==> config.mk <==
export PLATFORM = sky130hd
export DESIGN_NAME = uart_flowctl_core
export DESIGN_NICKNAME = d
export VERILOG_FILES = /design/src/rtl/uart_pkg.sv /design/src/rtl/uart_sync_fifo.sv /design/src/rtl/uart_flowctl_core.sv
export SDC_FILE = /design/constraint.sdc
export NUM_CORES = 1
export LEC_CHECK = 0
export ABC_AREA = 1
export CORE_MARGIN = 2
export CORE_UTILIZATION = 66
export DETAILED_ROUTE_END_ITERATION = 6
export GPL_ROUTABILITY_DRIVEN = 0
export GPL_TIMING_DRIVEN = 0
export HOLD_SLACK_MARGIN = 0.12
export PLACE_DENSITY = 0.85
export SLEW_MARGIN = 0
export SYNTH_ARGS = -nofsm -noshare
export SYNTH_HDL_FRONTEND = slang
export SYNTH_SLANG_ARGS = --single-unit
==> constraint.sdc <==
create_clock -name clk -period 5.9 [get_ports clk]
set_input_delay 0.59 -clock clk [delete_from_list [all_inputs] [get_ports clk]]
set_output_delay 0.59 -clock clk [all_outputs]
set_load 0.05 [all_outputs]
==> src/rtl/uart_pkg.sv <==
// ============================================================================
// Module      : uart_pkg
// Description : Shared state encodings, parity modes and error bit indices
//               for the flow-controlled UART core.
// Revision    : 1.0 - initial release
// ============================================================================
`default_nettype none

package uart_pkg;

    typedef enum logic [2:0] {
        TX_IDLE   = 3'd0,
        TX_START  = 3'd1,
        TX_DATA   = 3'd2,
`ifdef UART_PARITY_EN
        TX_PARITY = 3'd3,
`endif
        TX_STOP   = 3'd4
    } tx_state_t;

    typedef enum logic [2:0] {
        RX_IDLE   = 3'd0,
        RX_START  = 3'd1,
        RX_DATA   = 3'd2,
`ifdef UART_PARITY_EN
        RX_PARITY = 3'd3,
`endif
        RX_STOP   = 3'd4
    } rx_state_t;

    localparam logic [1:0] PARITY_NONE = 2'd0;
    localparam logic [1:0] PARITY_EVEN = 2'd1;
    localparam logic [1:0] PARITY_ODD  = 2'd2;

    localparam int ERR_FRAME   = 0;
    localparam int ERR_OVERRUN = 1;
    localparam int ERR_PARITY  = 2;

endpackage

`default_nettype wire

==> src/rtl/uart_sync_fifo.sv <==
// ============================================================================
// Module      : uart_sync_fifo
// Description : Single-clock FIFO with show-ahead read data and fill count.
// Revision    : 1.0 - initial release
// ============================================================================
`default_nettype none

module uart_sync_fifo #(
    parameter int DATA_W = 8,
    parameter int DEPTH  = 8
) (
    input  logic                     clk,
    input  logic                     nReset,
    input  logic                     i_push,
    input  logic [DATA_W-1:0]        i_data,
    output logic                     o_full,
    input  logic                     i_pop,
    output logic [DATA_W-1:0]        o_data,
    output logic                     o_empty,
    output logic [$clog2(DEPTH):0]   o_count
);

    localparam int c_AW = $clog2(DEPTH);
    localparam logic [c_AW:0] c_FULL = (c_AW+1)'(DEPTH);

    logic [DATA_W-1:0] r_mem [DEPTH];
    logic [c_AW:0]     r_wr_ptr;
    logic [c_AW:0]     r_rd_ptr;
    logic              w_push;
    logic              w_pop;

    // Pointers carry one extra wrap bit so full and empty are distinguishable
    assign o_count = r_wr_ptr - r_rd_ptr;
    assign o_full  = (o_count == c_FULL);
    assign o_empty = (r_wr_ptr == r_rd_ptr);
    assign w_push  = i_push & ~o_full;
    assign w_pop   = i_pop & ~o_empty;
    assign o_data  = r_mem[r_rd_ptr[c_AW-1:0]];

    always_ff @(posedge clk or negedge nReset) begin
        if (!nReset) begin
            r_wr_ptr <= '0;
            r_rd_ptr <= '0;
        end else begin
            if (w_push) r_wr_ptr <= r_wr_ptr + 1'b1;
            if (w_pop)  r_rd_ptr <= r_rd_ptr + 1'b1;
        end
    end

    always_ff @(posedge clk) begin
        if (w_push) r_mem[r_wr_ptr[c_AW-1:0]] <= i_data;
    end

endmodule

`default_nettype wire

==> src/rtl/uart_flowctl_core.sv <==
// ============================================================================
// Module      : uart_flowctl_core
// Description : UART engine with TX/RX FIFOs, RTS/CTS flow control and
//               sticky error flags. Optional parity via UART_PARITY_EN.
// Revision    : 1.0 - initial release
// ============================================================================
`default_nettype none

module uart_flowctl_core
    import uart_pkg::*;
#(
    parameter int DATA_W     = 8,
    parameter int DEPTH      = 8,
    parameter int DIV_W      = 16,
    parameter int RTS_MARGIN = 2
) (
    input  logic              clk,
    input  logic              nReset,
    input  logic [DIV_W-1:0]  baud_div,
    input  logic [DATA_W-1:0] tx_data,
    input  logic              tx_valid,
    output logic              tx_ready,
    output logic [DATA_W-1:0] rx_data,
    output logic              rx_valid,
    input  logic              rx_ready,
    input  logic              rx,
    output logic              tx,
    input  logic              cts,
    output logic              rts,
`ifdef UART_PARITY_EN
    input  logic [1:0]        parity_mode,
`endif
    input  logic              err_clr,
    output logic [2:0]        err_flags,
    output logic              err,
    output logic              tx_busy
);

    localparam int c_CW = $clog2(DEPTH) + 1;
    localparam int c_BW = $clog2(DATA_W);
    localparam logic [c_BW-1:0] c_LAST   = c_BW'(DATA_W - 1);
    localparam logic [c_CW-1:0] c_DEPTH  = c_CW'(DEPTH);
    localparam logic [c_CW-1:0] c_MARGIN = c_CW'(RTS_MARGIN);

    logic r_init, r_rts;
    logic r_cts_s1, r_cts_s2;
    logic r_rx_s1, r_rx_s2, r_rx_s3;
    logic [2:0] r_err;

    // ---------------- FIFOs ----------------
    logic              w_tx_full, w_tx_empty, w_tx_pop;
    logic [DATA_W-1:0] w_tx_head;
    logic [c_CW-1:0]   w_tx_count;
    logic              w_rx_full, w_rx_empty, w_rx_push;
    logic [c_CW-1:0]   w_rx_count;
    logic [DATA_W-1:0] r_rx_shift;

    uart_sync_fifo #(.DATA_W(DATA_W), .DEPTH(DEPTH)) u_tx_fifo (
        .clk(clk), .nReset(nReset),
        .i_push(tx_valid & tx_ready), .i_data(tx_data), .o_full(w_tx_full),
        .i_pop(w_tx_pop), .o_data(w_tx_head), .o_empty(w_tx_empty),
        .o_count(w_tx_count)
    );

    uart_sync_fifo #(.DATA_W(DATA_W), .DEPTH(DEPTH)) u_rx_fifo (
        .clk(clk), .nReset(nReset),
        .i_push(w_rx_push), .i_data(r_rx_shift), .o_full(w_rx_full),
        .i_pop(rx_ready), .o_data(rx_data), .o_empty(w_rx_empty),
        .o_count(w_rx_count)
    );

    assign tx_ready  = r_init & ~w_tx_full;
    assign rx_valid  = ~w_rx_empty;
    assign rts       = r_rts;
    assign err_flags = r_err;
    assign err       = |r_err;

    // ---------------- Synchronisers, rts, errors ----------------
    logic w_set_frame, w_set_ovr, w_set_par;

    always_ff @(posedge clk or negedge nReset) begin
        if (!nReset) begin
            r_init   <= 1'b0;
            r_rts    <= 1'b0;
            r_cts_s1 <= 1'b0;
            r_cts_s2 <= 1'b0;
            r_rx_s1  <= 1'b1;
            r_rx_s2  <= 1'b1;
            r_rx_s3  <= 1'b1;
            r_err    <= 3'b000;
        end else begin
            r_init   <= 1'b1;
            r_rts    <= (c_DEPTH - w_rx_count) > c_MARGIN;
            r_cts_s1 <= cts;
            r_cts_s2 <= r_cts_s1;
            r_rx_s1  <= rx;
            r_rx_s2  <= r_rx_s1;
            r_rx_s3  <= r_rx_s2;
            // A set in the same cycle as err_clr wins
            r_err[ERR_FRAME]   <= w_set_frame | (r_err[ERR_FRAME]   & ~err_clr);
            r_err[ERR_OVERRUN] <= w_set_ovr   | (r_err[ERR_OVERRUN] & ~err_clr);
            r_err[ERR_PARITY]  <= w_set_par   | (r_err[ERR_PARITY]  & ~err_clr);
        end
    end

    // ---------------- TX FSM ----------------
    tx_state_t         r_tx_state, w_tx_next;
    logic [DIV_W-1:0]  r_tx_cnt, r_tx_div;
    logic [DATA_W-1:0] r_tx_shift;
    logic [c_BW-1:0]   r_tx_bit;
    logic              w_tx_tick;
`ifdef UART_PARITY_EN
    logic              r_tx_pen, r_tx_par;
`endif

    assign w_tx_tick = (r_tx_cnt == r_tx_div);
    assign tx_busy   = (r_tx_state != TX_IDLE) | (w_tx_count != '0);

    always_ff @(posedge clk or negedge nReset) begin
        if (!nReset) r_tx_state <= TX_IDLE;
        else         r_tx_state <= w_tx_next;
    end

    always_comb begin
        w_tx_next = r_tx_state;
        w_tx_pop  = 1'b0;
        tx        = 1'b1;
        case (r_tx_state)
            TX_IDLE: begin
                if (!w_tx_empty && r_cts_s2) begin
                    w_tx_next = TX_START;
                    w_tx_pop  = 1'b1;
                end
            end
            TX_START: begin
                tx = 1'b0;
                if (w_tx_tick) w_tx_next = TX_DATA;
            end
            TX_DATA: begin
                tx = r_tx_shift[0];
                if (w_tx_tick && r_tx_bit == c_LAST) begin
`ifdef UART_PARITY_EN
                    w_tx_next = r_tx_pen ? TX_PARITY : TX_STOP;
`else
                    w_tx_next = TX_STOP;
`endif
                end
            end
`ifdef UART_PARITY_EN
            TX_PARITY: begin
                tx = r_tx_par;
                if (w_tx_tick) w_tx_next = TX_STOP;
            end
`endif
            TX_STOP: begin
                if (w_tx_tick) w_tx_next = TX_IDLE;
            end
            default: w_tx_next = TX_IDLE;
        endcase
    end

    always_ff @(posedge clk or negedge nReset) begin
        if (!nReset) begin
            r_tx_cnt   <= '0;
            r_tx_div   <= '0;
            r_tx_shift <= '0;
            r_tx_bit   <= '0;
`ifdef UART_PARITY_EN
            r_tx_pen   <= 1'b0;
            r_tx_par   <= 1'b0;
`endif
        end else if (w_tx_pop) begin
            r_tx_div   <= baud_div;
            r_tx_shift <= w_tx_head;
            r_tx_cnt   <= '0;
            r_tx_bit   <= '0;
`ifdef UART_PARITY_EN
            r_tx_pen   <= (parity_mode == PARITY_EVEN) || (parity_mode == PARITY_ODD);
            r_tx_par   <= (^w_tx_head) ^ (parity_mode == PARITY_ODD);
`endif
        end else if (r_tx_state != TX_IDLE) begin
            if (w_tx_tick) begin
                r_tx_cnt <= '0;
                if (r_tx_state == TX_DATA) begin
                    r_tx_shift <= r_tx_shift >> 1;
                    r_tx_bit   <= r_tx_bit + 1'b1;
                end
            end else begin
                r_tx_cnt <= r_tx_cnt + 1'b1;
            end
        end
    end

    // ---------------- RX FSM ----------------
    rx_state_t        r_rx_state, w_rx_next;
    logic [DIV_W-1:0] r_rx_cnt, r_rx_div, r_rx_half;
    logic [c_BW-1:0]  r_rx_bit;
    logic             w_rx_tick, w_rx_mid;
`ifdef UART_PARITY_EN
    logic             r_rx_pen, r_rx_odd;
`endif

    assign w_rx_tick = (r_rx_cnt == r_rx_div);
    assign w_rx_mid  = (r_rx_cnt == r_rx_half);

    always_ff @(posedge clk or negedge nReset) begin
        if (!nReset) r_rx_state <= RX_IDLE;
        else         r_rx_state <= w_rx_next;
    end

    always_comb begin
        w_rx_next   = r_rx_state;
        w_rx_push   = 1'b0;
        w_set_frame = 1'b0;
        w_set_ovr   = 1'b0;
        w_set_par   = 1'b0;
        case (r_rx_state)
            RX_IDLE: begin
                if (r_rx_s3 && !r_rx_s2) w_rx_next = RX_START;
            end
            RX_START: begin
                if (w_rx_mid) w_rx_next = r_rx_s2 ? RX_IDLE : RX_DATA;
            end
            RX_DATA: begin
                if (w_rx_tick && r_rx_bit == c_LAST) begin
`ifdef UART_PARITY_EN
                    w_rx_next = r_rx_pen ? RX_PARITY : RX_STOP;
`else
                    w_rx_next = RX_STOP;
`endif
                end
            end
`ifdef UART_PARITY_EN
            RX_PARITY: begin
                if (w_rx_tick) begin
                    w_rx_next = RX_STOP;
                    w_set_par = r_rx_s2 != ((^r_rx_shift) ^ r_rx_odd);
                end
            end
`endif
            RX_STOP: begin
                if (w_rx_tick) begin
                    w_rx_next = RX_IDLE;
                    if (!r_rx_s2)      w_set_frame = 1'b1;
                    else if (w_rx_full) w_set_ovr  = 1'b1;
                    else               w_rx_push   = 1'b1;
                end
            end
            default: w_rx_next = RX_IDLE;
        endcase
    end

    // Mid-bit offset is (baud_div+1)/2 clocks, stored minus one for the compare
    always_ff @(posedge clk or negedge nReset) begin
        if (!nReset) begin
            r_rx_cnt   <= '0;
            r_rx_div   <= '0;
            r_rx_half  <= '0;
            r_rx_bit   <= '0;
            r_rx_shift <= '0;
`ifdef UART_PARITY_EN
            r_rx_pen   <= 1'b0;
            r_rx_odd   <= 1'b0;
`endif
        end else if (r_rx_state == RX_IDLE) begin
            if (w_rx_next == RX_START) begin
                r_rx_div  <= baud_div;
                r_rx_half <= (baud_div - DIV_W'(1)) >> 1;
                r_rx_cnt  <= '0;
                r_rx_bit  <= '0;
`ifdef UART_PARITY_EN
                r_rx_pen  <= (parity_mode == PARITY_EVEN) || (parity_mode == PARITY_ODD);
                r_rx_odd  <= (parity_mode == PARITY_ODD);
`endif
            end
        end else if (r_rx_state == RX_START) begin
            r_rx_cnt <= w_rx_mid ? '0 : r_rx_cnt + 1'b1;
        end else if (w_rx_tick) begin
            r_rx_cnt <= '0;
            if (r_rx_state == RX_DATA) begin
                r_rx_shift <= {r_rx_s2, r_rx_shift[DATA_W-1:1]};
                r_rx_bit   <= r_rx_bit + 1'b1;
            end
        end else begin
            r_rx_cnt <= r_rx_cnt + 1'b1;
        end
    end

endmodule

`default_nettype wire

# Yosys cells after proc, flatten, opt, wreduce, memory -nomap -nowiden
# Memories as Yosys holds them, arrays and structs flattened.
# Index checks and enable logic that the tools add are counted.
[totals]
reg_bits = 133
mem_bits_rw = 128
input_bits = 31
output_inout_bits = 17
word_cells = 150
mem_count = 2
[op_classes]
n_addsub = 12
order_cmp = 1
n_eq_ne = 22
n_mux = 50
n_bitwise = 19
n_reduce_logical = 21
[mem_list]
columns = ["memory", "words", "word_bits", "read_ports", "rd_clocked_by_memory_dff", "write_ports", "line", "text"]
rows = [
  ["u_rx_fifo.r_mem", 8, 8, 1, 0, 1, "uart_sync_fifo.sv:26", "logic [DATA_W-1:0] r_mem [DEPTH];"],
  ["u_tx_fifo.r_mem", 8, 8, 1, 0, 1, "uart_sync_fifo.sv:26", ""],
]
[ops]
columns = ["op", "count"]
rows = [
  ["$mux 16", 8],
  ["$mux 3", 17],
  ["$add 16x1->16 const B", 2],
  ["$eq 16x16->1", 2],
  ["$mux 8", 4],
  ["$pmux 3 s4", 2],
  ["$mux 1", 17],
  ["$add 4x1->4 const B", 4],
  ["$eq 16x15->1", 1],
  ["$sub 16x1->16 const B", 1],
  ["$eq 3x3->1 const B", 4],
  ["$reduce_and 4->1", 3],
  ["$ne 2x2->1 const B", 5],
  ["$reduce_bool 2->1", 5],
  ["$and 1x1->1", 9],
  ["$eq 3x1->1 const B", 3],
  ["$eq 4x4->1", 2],
  ["$eq 4x4->1 const B", 2],
  ["$sub 4x4->4", 2],
  ["$not 1->1", 7],
  ["$add 3x1->3 const B", 2],
  ["$eq 3x2->1 const B", 2],
  ["$logic_not 3->1", 2],
  ["$gt 4x2->1 const B", 1],
  ["12 further kinds", 18],
]

# Depth between registers and ports, before layout
# Gate-level depths: netlist of run 1.
[depth]
depth_word = 9
mapped_depth = 14
ltp_nobuf = 12

# By module
# From an unflattened synthesis of run 1, not the netlist that was laid out.
[hier_totals]
cells_unflattened = 1447
hier_area_um2 = 12759.7
[by_module_without_submodules]
columns = ["module", "instances", "cells_each", "area_per_inst_um2", "seq_area_each_um2"]
rows = [
  ["uart_flowctl_core", 1, 905, 6581.3, 2931.6],
  ["uart_sync_fifo", 2, 271, 3089.2, 2122.0],
]

# Worst setup path before layout of run 1
# OpenSTA, ideal clock, no wires.
[synth_timing]
path_kind = "reg-to-output"
from = "register u_tx_fifo.r_rd_ptr[1]"
to = "output tx_ready"
t_arrival_ps = 2681
t_required_ps = 5310
path_slack_ps = 2629
stages_incl_launch_ff = 9
n_path_buf = 1
path_cell_list = "dfrtp_1 clkbuf_1 inv_1 ha_1 nand2_1 a21oi_1 o21bai_1 nand2_1 a21boi_0"
[synth_via]
elab_chain_len = 4
[synth_lines]
columns = ["item", "line", "text"]
rows = [
  ["start: declaration", "uart_sync_fifo.sv:28", "logic [c_AW:0] r_rd_ptr;"],
  ["start signal: assignment", "uart_sync_fifo.sv:46", "if (w_pop) r_rd_ptr <= r_rd_ptr + 1'b1;"],
  ["$sub 4x4->4", "uart_sync_fifo.sv:33", "assign o_count = r_wr_ptr - r_rd_ptr;"],
  ["$eq 4x4->1", "uart_sync_fifo.sv:34", "assign o_full = (o_count == c_FULL);"],
  ["$not 1->1", "uart_flowctl_core.sv:72", "assign tx_ready = r_init & ~w_tx_full;"],
  ["$and 1x1->1", "uart_flowctl_core.sv:72", ""],
  ["end: declaration", "uart_flowctl_core.sv:22", "output logic tx_ready,"],
]
# Every way passes these cells.

# Worst setup path after layout of run 1
# Ends and elaborated chain as after synthesis.

==> results of run 1 <==
Yosys cell counts, types with 8 or more instances:
| master | number | area share (%) |
|---|---|---|
| a21oi_1 | 12 | 0.47 |
| xnor2_1 | 8 | 0.55 |
| o211ai_1 | 15 | 0.88 |
| ha_1 | 19 | 1.9 |
| o21ai_0 | 117 | 4.6 |
| nand3_1 | 50 | 2.0 |
| dfrtp_1 | 130 | 25 |
| clkbuf_1 | 26 | 0.76 |
| nor3_1 | 13 | 0.51 |
| a31oi_1 | 9 | 0.44 |
| buf_2 | 17 | 0.66 |
| nand2_1 | 352 | 10 |
| xor2_1 | 53 | 3.6 |
| edfxtp_1 | 128 | 30 |
| o22ai_1 | 11 | 0.54 |
| nand4_1 | 50 | 2.4 |
| inv_2 | 10 | 0.29 |
| nor2_1 | 194 | 5.7 |
| inv_1 | 116 | 3.4 |
| nand2_2 | 8 | 0.39 |
registers in the layout, indices dropped and copies added (netlist names), 3 cells and up:
name and flops:
u_rx_fifo.r_wr_ptr 4, r_rx_div 16, err_flags 3, r_rx_shift 8, u_tx_fifo.r_wr_ptr 4, r_tx_bit 3, r_rx_half 15, r_tx_cnt 16
r_tx_div 16, u_tx_fifo.r_rd_ptr 4, r_rx_cnt 16, u_rx_fifo.r_rd_ptr 4, r_tx_state 3, r_rx_state 3, r_tx_shift 8, r_rx_bit 3
u_tx_fifo.r_mem 64, u_rx_fifo.r_mem 64
power breakdown:
part	internal [mW]	total [mW]	switching [mW]
registers	2.18	2.41	0.233
logic	0.747	2.27	1.52
clock network	1.03	1.72	0.693
total	3.96	6.41	2.45
critical path: stages, from the launching register on:
cell,delay (ns)
dfrtp_1,0.46
clkbuf_1,0.38
inv_1,0.19
ha_1,0.36
nand2_1,0.10
a21oi_1,0.08
o21bai_1,0.18
nand2_1,0.09
a21boi_0,0.43
clkdlybuf4s50_1,0.90
final timing paths:
check / end / cells past startpoint / slack (ns)
worst max-delay path: tx_ready / 9 / 1.60
worst min-delay path: r_cts_s2 / 0 / 0.35
worst max register to register: u_tx_fifo.r_mem[3][0] / 11 / 2.22
worst min register to register: r_cts_s2 / 0 / 0.35
max in group asynchronous: r_tx_shift[7] / 3 / 4.61
min in group asynchronous: u_rx_fifo.r_rd_ptr[3] / 2 / 0.51
routing by layer:
| metal | routed length, microns | vias up | share of wire, % | global-route usage [%] |
|---|---|---|---|---|
| li1 | - | 4798 | - | - |
| met1 | 11900 | 4861 | 41 | 38.0 |
| met2 | 14800 | 370 | 51 | 52.0 |
| met3 | 1660 | 57 | 5.7 | 4.02 |
| met4 | 758 | 0 | 2.6 | 9.34 |
| met5 | 0 | - | 0 | 0 |
cells by family after synthesis:
family	Yosys count	share of synthesized area, %
AOI/OAI and AO/OA	178	7.61
other	1	0.0293
xor gates and xnor gates	61	4.17
adders and majority gates	20	2.01
muxes	1	0.0782
buffers and inverters	190	6.53
DFF	261	56.1
and+or+nand+nor	694	23.5
repair_timing:
| action | 4_1_cts | 5_1_grt |
|---|---|---|
| endpoints found under the hold margin | 28 | 0 |
| gates resized for setup | 0 | 0 |
| hold buffers | 1 | 0 |
| setup buffers | 0 | 0 |
area by class of cell:
type                    count  area [sq um]
inverters                 131           502
plain buffers              59           334
flip-flops and latches    261          7180
clock buffers              36           719
fillers                  1275          4350
repair buffers             49           509
multi-input cells         955          4800
clock inverters            14           174
well taps                 260           325
per-stage QoR:
| step | hold slack [ns] | util, % | power (mW) | TNS [ns] |
|---|---|---|---|---|
| 2_1_floorplan | 0.294 | - | 4.00 | 0 |
| 3_3_place_gp | 0.333 | 72.0 | 4.55 | -122.30 |
| 3_5_place_dp | 0.341 | 72.1 | 4.66 | 0 |
| 4_1_cts | 0.356 | 76.9 | 6.41 | 0 |
| 5_1_grt | 0.359 | 77.0 | 6.80 | 0 |
| 6_report | 0.352 | 77.0 | 6.41 | 0 |
layout by cell type, fill, tap and decap left out, drive strengths merged, types with 9 or more instances in the layout:
cell           instances
clkinv                 9
nand3                 55
clkbuf                63
dfrtp                130
nand4                 52
clkdlybuf4s50         46
inv                  129
buf                   34
a21oi                 12
nor3                  15
nor2                 204
o211ai                15
a31oi                  9
o21ai                125
xor2                  53
edfxtp               128
o22ai                 11
ha                    19
nand2                365
==> flow_summary.json, run 1 <==
{
  "path_max_fanout": 10,
  "setup_ws_ns": 1.60,
  "cts.reportedPaths.clkPinSlew_ns": 0.06,
  "initialDrtViolationCount": 872,
  "final_cells": 1765,
  "synth_edf_count": 128,
  "grt_pass1_vias": 9990,
  "rsz0062_at_grt": "no",
  "clk_latency_ns": 0.54,
  "outcome": "completed",
  "synthCells": 1406,
  "ys_seq_elements": 261,
  "drt-total-wl_mm": 29.1,
  "synthArstFlopShare_pct": 51.0,
  "seq_area_frac_synth_pct": 56.1,
  "grt_pass1_wl_mm": 48.1,
  "placed_cells": 1714,
  "die_w_microns": 143,
  "cts.htree.levels": 1,
  "place_ws_ns": 2.15,
  "routed_via_density": 5.71,
  "port_buffers": 47,
  "cp_data_required_time_ns": 5.31,
  "io_pins": 48,
  "ant_nets": 0,
  "fmax_mhz": 233,
  "worst_setup_path_start_kind": "flop",
  "crit_type": "flop to output pin",
  "syn_area_sq_mm": 0.0128,
  "dpl.hpwl_mm": 19.9,
  "worstMarginPinSlew_ns": 1.37,
  "post-route-period-util_pct": 72.8,
  "core-area_sq_mm": 0.0189,
  "synthToLayoutAreaGrowth_pct": 13.6,
  "final_area_sq_mm": 0.0145,
  "clock_path_buffers": 3,
  "ys.flop_type": "dfrtp_1",
  "grt_antenna_before_repair": 0,
  "cts_root_buf": "clkbuf_16",
  "fin_skew_ns": 0.0231,
  "layout-drive-gt1-share_pct": 8.37,
  "hp-class": "flop to flop",
  "placed_area_sq_mm": 0.0136,
  "grt_max_degree": 103,
  "dr.pass1.iters": 5,
  "r2r-start": "u_tx_fifo.r_rd_ptr[1]",
  "start_util_pct": 67.7,
  "syn-num-nets": 1457,
  "fin_crit_ns": 4.30,
  "drc_errors": 0,
  "critPathLaunch": "u_tx_fifo.r_rd_ptr[1]",
  "yosys.cell_types.count": 46,
  "cts_buffers": 27,
  "syn_avg_cell_area_sq_um": 9.10,
  "num_rows": 50,
  "die_y_microns": 143,
  "p_leak_nw": 6.22,
  "cp.arrival_ns": 3.71,
  "ys_warn_count": 0,
  "cts_sinks": 261,
  "cts_tree": "built",
  "max_slew_margin_pct": 7.98,
  "floorplan.die_area_sq_mm": 0.0205,
  "slew_viol_final": 0,
  "n_antenna_cell": 0,
  "hold_start": "r_cts_s1",
  "drv_cap": 0,
  "wl_per_cell_microns": 16.5,
  "grt-ovfl-total": 0,
  "powerDensity_mw_per_mm2": 440,
  "peakVddDrop_mv": 0.337,
  "grt_usage_pct": 29.5,
  "setup_viol": 0,
  "critPathCaptureType": "output pin",
  "hold_viol": 0,
  "vias": 10086,
  "fin_nets": 1535
}
Note: power is estimated with default switching activity, not from simulation.
==> inputs of run 2 (changes only) <==
CORE_UTILIZATION = 61   (was 66)
PLACE_DENSITY = 0.8   (was 0.85)
clock period = 4.07 ns   (was 5.9 ns; I/O delays follow)
==> run 2 against run 1 <==
Utilization decreased by 5.7 points. Critical path type unchanged. Highest routed layer unchanged. Die area increased by 8.0%. Via count decreased by 2.3%. Critical endpoint is now rx_data[6]. Critical path depth fell by 2. Non-clock buffer count rose by 1.
==> flow_summary.json, run 2 (synthesized netlist as in run 1, its figures left out) <==
{
  "dr_wl_met3_mm": 1.60,
  "powerDensity_mw_per_mm2": 634,
  "fin_crit_ns": 3.69,
  "num_rows": 52,
  "cts_root_buf": "clkbuf_16",
  "grt_usage_pct": 26.2,
  "fin_setup_tns_ns": 0,
  "port_buffers": 47,
  "m1WireLength_mm": 12.1,
  "critPathCaptureType": "output pin",
  "grt-ovfl-total": 0,
  "clock_path_buffers": 3,
  "dpl.hpwl_mm": 19.5,
  "drc_errors": 0,
  "grt_pass1_vias": 9683,
  "final_cells": 1774,
  "grt_max_degree": 70,
  "outcome": "completed",
  "hold_viol": 0,
  "cp.arrival_ns": 3.28,
  "ant_nets": 0,
  "cts_tree": "built",
  "layout-drive-gt1-share_pct": 8.51,
  "peakVddDrop_mv": 0.530,
  "cts.reportedPaths.clkPinSlew_ns": 0.06,
  "clk_latency_ns": 0.53,
  "critical_path_buf_inv_count": 3,
  "initialDrtViolationCount": 665,
  "start_util_pct": 62.7,
  "setup_viol": 0,
  "routed_via_density": 5.55,
  "io_pins": 48,
  "critPathSlowestCell": "clkdlybuf4s50_1",
  "die_w_microns": 149,
  "n_antenna_cell": 0,
  "layout_commonest_cell": "nand2_1",
  "max_stage_delay_ns": 0.84,
  "fmax_mhz": 271,
  "dr.pass1.iters": 5,
  "route.met2.wl_mm": 14.0,
  "vias": 9854,
  "worst_setup_path_start_kind": "flop",
  "final_area_sq_mm": 0.0146,
  "die_y_microns": 149,
  "path_max_fanout": 10,
  "cts_buffers": 26,
  "core-area_sq_mm": 0.0204,
  "grt_antenna_before_repair": 0,
  "path_common_cell": "clkbuf_1",
  "max_slew_margin_pct": 10.0,
  "top_layer_used": "met4",
  "cts.htree.levels": 1,
  "fin_nets": 1535,
  "final_util_pct": 71.3,
  "post-route-period-util_pct": 90.6,
  "cp_data_required_time_ns": 3.66,
  "rsz0062_at_grt": "no",
  "p_leak_nw": 6.25,
  "drv_cap": 0,
  "hp-class": "input pin to flop",
  "synthToLayoutAreaGrowth_pct": 13.7,
  "p_total_mw": 9.22,
  "worstMarginPinSlew_ns": 1.34,
  "slew_viol_final": 0,
  "path_delay_family": "buffers and inverters",
  "cts_sinks": 261,
  "drt-total-wl_mm": 28.4,
  "wl_per_cell_microns": 16.0,
  "floorplan.die_area_sq_mm": 0.0222,
  "fill_cells": 1548,
  "cp_cell_sequence": "clkbuf_1 > clkbuf_1 > o21ai_0 > o22ai_1 > nor2_1 > a31oi_1 > clkdlybuf4s50_1",
  "crit_type": "flop to output pin",
  "fin_skew_ns": 0.0199,
  "most-common-layout-cells": "nand2_1 (352), nor2_1 (194), dfrtp_1 (130)",
  "placed_area_sq_mm": 0.0136,
  "grt_pass1_wl_mm": 46.9,
  "placed_cells": 1724
}
==> run 2: path summary, 6_finish.rpt <==
kind	startpoint	end	slack, ns	cells past startpoint
setup / recovery	u_rx_fifo.r_rd_ptr[1]	rx_data[6]	0.38	7
hold / removal	rx	r_rx_s1	0.30	1
setup reg to reg	u_tx_fifo.r_rd_ptr[1]	u_tx_fifo.r_mem[5][3]	0.44	11
hold reg to reg	r_cts_s1	r_cts_s2	0.35	0
max in group asynchronous	nReset	r_tx_cnt[12]	2.85	3
min in group asynchronous	nReset	u_rx_fifo.r_rd_ptr[1]	0.44	2
==> run 2: final cells by class <==
class | count | area (sq um) | area share [%]
Timing Repair Buffer | 50 | 517 | 3.55
Multi-Input combinational cell | 955 | 4800 | 33.0
Sequential cell | 261 | 7180 | 49.3
Clock inverter | 11 | 130 | 0.894
Tap cell | 270 | 338 | 2.32
Buffer | 59 | 334 | 2.29
Clock buffer | 37 | 763 | 5.24
Inverter | 131 | 502 | 3.45
==> run 2: where the power goes <==
group / leakage, nW / switching [mW] / internal [mW] / total (mW)
logic: 3.09 / 2.17 / 1.08 / 3.25
registers: 2.73 / 0.331 / 3.16 / 3.49
clock network: 0.440 / 0.988 / 1.49 / 2.48
==> run 2: layer usage <==
| layer | global-route usage [%] | vias up |
|---|---|---|
| li1 | - | 4794 |
| met1 | 35.1 | 4675 |
| met2 | 44.7 | 326 |
| met3 | 3.18 | 59 |
| met4 | 9.10 | 0 |
| met5 | 0 | - |
==> run 2: timing repair <==
item / in CTS / in global routing
setup buffers: 0 / 0
endpoints found under the hold margin: 62 / 0
endpoints found under the setup margin: 0 / 1
resized for setup: 0 / 1
hold buffers: 1 / 0
==> run 2: worst register-to-register path: stages (launching register included) <==
cell,delay (ns)
dfrtp_1,0.42
clkbuf_1,0.41
inv_1,0.20
ha_1,0.35
nand2_1,0.09
a21oi_1,0.08
o21bai_1,0.19
nand2_1,0.09
nand2_1,0.06
nand3_1,0.11
buf_2,0.22
nor3_1,1.03
==> run 2: metrics by stage <==
stage	setup slack, ns	hold WS (ns)
detailed placement	0.397	0.339
global route	0.160	0.295
finish	0.381	0.297
global placement	-2.69	0.331
floorplan	0.982	0.111
CTS	0.0605	0.292
==> inputs of run 3 (changes only) <==
ABC_AREA = default   (was 1)
==> run 3 against run 2 <==
Design area is 9.0% lower. Largest power group unchanged. Largest cell class unchanged. Non-clock buffer count is 20 lower. Fmax is 4.0% lower. Final cell count is 32% lower. Hold slack worse by 0.0040 ns. Critical path type unchanged.
==> flow_summary.json, run 3 <==
{
  "cp_cell_sequence": "clkbuf_2 > inv_1 > ha_1 > nor2b_1 > o21ai_0 > a21oi_1 > or2_2 > o21a_1 > clkdlybuf4s50_1",
  "cp_data_required_time_ns": 3.66,
  "worstMarginPinSlew_ns": 1.28,
  "critPathCaptureType": "output pin",
  "most-common-layout-cells": "dfrtp_1 (129), edfxtp_1 (128), nand2_1 (104)",
  "grt_usage_pct": 22.6,
  "hold_start": "rx",
  "synth_edf_count": 128,
  "max_slew_margin_pct": 14.2,
  "wl_per_cell_microns": 18.2,
  "grt_max_degree": 78,
  "synthCells": 873,
  "hold_end": "r_rx_s1",
  "placed_cells": 1154,
  "hp-class": "input pin to flop",
  "peakVddDrop_mv": 0.456,
  "dr.pass1.iters": 5,
  "max_stage_delay_ns": 0.69,
  "cts.reportedPaths.clkPinSlew_ns": 0.06,
  "start_util_pct": 62.1,
  "die_w_microns": 142,
  "final_cells": 1201,
  "layout-drive-gt1-share_pct": 15.1,
  "synth_most_common_cell": "dfrtp_1",
  "syn-num-nets": 924,
  "cts.htree.levels": 1,
  "cts_buffers": 26,
  "yosysTopAreaCellShare_pct": 33.1,
  "grt_pass1_wl_mm": 35.8,
  "slew_viol_final": 0,
  "critPathSlowestCell": "clkdlybuf4s50_1",
  "yosys.cell_types.count": 60,
  "fin_crit_ns": 3.84,
  "vias": 6955,
  "syn_area_sq_mm": 0.0116,
  "drv_cap": 0,
  "rsz0062_at_grt": "no",
  "cp.arrival_ns": 3.43,
  "fmax_mhz": 260,
  "synthArstFlopShare_pct": 51.0,
  "floorplan.die_area_sq_mm": 0.0202,
  "hold_viol": 0,
  "grt_antenna_before_repair": 0,
  "layout_commonest_cell": "dfrtp_1",
  "powerDensity_mw_per_mm2": 531,
  "holdPathStages": 1,
  "cts_sinks": 261,
  "reg2reg_depth": 9,
  "n_antenna_cell": 0,
  "drc_errors": 0,
  "r2r_slack_ns": 0.35,
  "grt-ovfl-total": 0,
  "cts_tree": "built",
  "num_rows": 50,
  "dpl.hpwl_mm": 14.6,
  "core-area_sq_mm": 0.0187,
  "setup_viol": 0,
  "seq_area_frac_synth_pct": 61.8,
  "synthToLayoutAreaGrowth_pct": 14.1,
  "ys_top_cells_by_count": "dfrtp_1 (130), edfxtp_1 (128), nand2_1 (104)",
  "ant_nets": 0,
  "final_area_sq_mm": 0.0133,
  "fin_setup_tns_ns": 0,
  "r2r-end": "u_tx_fifo.r_mem[1][5]",
  "crit_type": "flop to output pin",
  "ys_seq_elements": 261,
  "post-route-period-util_pct": 94.4,
  "whs_ns": 0.293,
  "ys_top_cells_by_area": "edfxtp_1 (33%), dfrtp_1 (28%), mux4_2 (6.2%)",
  "placed_area_sq_mm": 0.0124,
  "ys_warn_count": 0,
  "clock_path_buffers": 3,
  "yosysTopAreaCell": "edfxtp_1",
  "port_buffers": 46,
  "clk_latency_ns": 0.52,
  "path_max_fanout": 10,
  "syn_avg_cell_area_sq_um": 13.3,
  "grt_util_met2_pct": 38.2,
  "cts_root_buf": "clkbuf_16",
  "grt_util_met3_pct": 2.73,
  "die_y_microns": 142,
  "routed_via_density": 5.79,
  "fin_skew_ns": 0.0116,
  "io_pins": 48,
  "outcome": "completed",
  "worst_setup_path_start_kind": "flop",
  "grt_busiest_layer": "met2",
  "initialDrtViolationCount": 405,
  "fin_nets": 999,
  "ys.flop_type": "dfrtp_1",
  "grt_use_met1_pct": 31.5,
  "drt-total-wl_mm": 21.9,
  "grt_pass1_vias": 6931,
  "r2r-start": "u_tx_fifo.r_rd_ptr[1]",
  "p_leak_nw": 5.10
}
run 3: changes by cell type after synthesis, moves of 32 or more:
cell,delta
nand2_1,-248
nor2_1,-151
inv_1,-96
o21ai_0,-74
mux2_2,+38
nand4_1,-38
mux4_2,+32
run 3: area by class of cell:
cell class                      count  area, sq um
Fill cell                        1232         5450
Multi-Input combinational cell    548         4190
Sequential cell                   261         7180
Clock inverter                      7         37.5
Tap cell                          234          293
Timing Repair Buffer               49          507
Buffer                             40          188
Inverter                           22         83.8
Clock buffer                       40          774
run 3: metrics by stage:
stage | total power [mW] | utilization [%] | setup WS, ns
detailed placement | 4.82 | 66.4 | -0.249
global route | 7.37 | 70.8 | 0.0193
finish | 7.04 | 70.8 | 0.229
floorplan | 4.43 | - | 0.759
global placement | 4.76 | 66.1 | -2.72
CTS | 7.08 | 70.7 | 0.0134
run 3: critical path, delay by kind of cell, from the launching register on:
| kind | cells | cell delay [ns] |
|---|---|---|
| buffers and inverters | 3 | 1.14 |
| AND/OR/NAND/NOR | 2 | 0.46 |
| adder cells (fa/ha/maj) | 1 | 0.34 |
| flip-flops | 1 | 0.52 |
| AO/OA/AOI/OAI | 3 | 0.46 |
run 3: logic make-up after synthesis:
kind of cell             count (synthesis)  share of synthesized area (%)
multiplexers                            72                           10.1
buffers and inverters                   64                           2.38
other                                    1                         0.0323
adder cells (fa/ha/maj)                 20                           2.22
XOR/XNOR                                90                           6.78
flip-flops                             261                           61.8
AO/OA/AOI/OAI                           97                           5.43
AND/OR/NAND/NOR                        268                           11.3
run 3: worst max-delay path by stage:
| stage | from | to | slack (ns) |
|---|---|---|---|
| global route | u_tx_fifo.r_rd_ptr[1] | tx_ready | 0.02 |
| finish | u_tx_fifo.r_rd_ptr[1] | tx_ready | 0.23 |
| floorplan | u_tx_fifo.r_rd_ptr[1] | u_tx_fifo.r_mem[4][0] | 0.76 |
| detailed placement | u_tx_fifo.r_rd_ptr[1] | u_tx_fifo.r_mem[0][5] | -0.25 |
| CTS | u_tx_fifo.r_rd_ptr[1] | tx_busy | 0.01 |
| global placement | nReset | u_tx_fifo.r_wr_ptr[0] | -2.72 |
run 3: what timing repair did:
| item | 4_1_cts | 5_1_grt |
|---|---|---|
| hold endpoints to repair | 54 | 0 |
| setup buffers | 0 | 0 |
| setup endpoints to repair | 34 | 26 |
| gates resized for setup | 2 | 3 |
| pin swaps | 0 | 0 |
| hold buffers | 1 | 0 |
run 3: layer usage:
metal	part of all wire, %	up-vias
met5	0	-
met3	4.3	27
li1	-	3310
met1	45	3473
met4	1.5	0
met2	49	145
run 3: power breakdown:
part / switching [mW] / internal, mW / leakage (nW) / total (mW)
sequential: 0.305 / 3.12 / 2.70 / 3.43
combinational: 0.675 / 0.682 / 2.00 / 1.36
clock: 0.944 / 1.31 / 0.403 / 2.25
total: 1.92 / 5.11 / 5.10 / 7.04
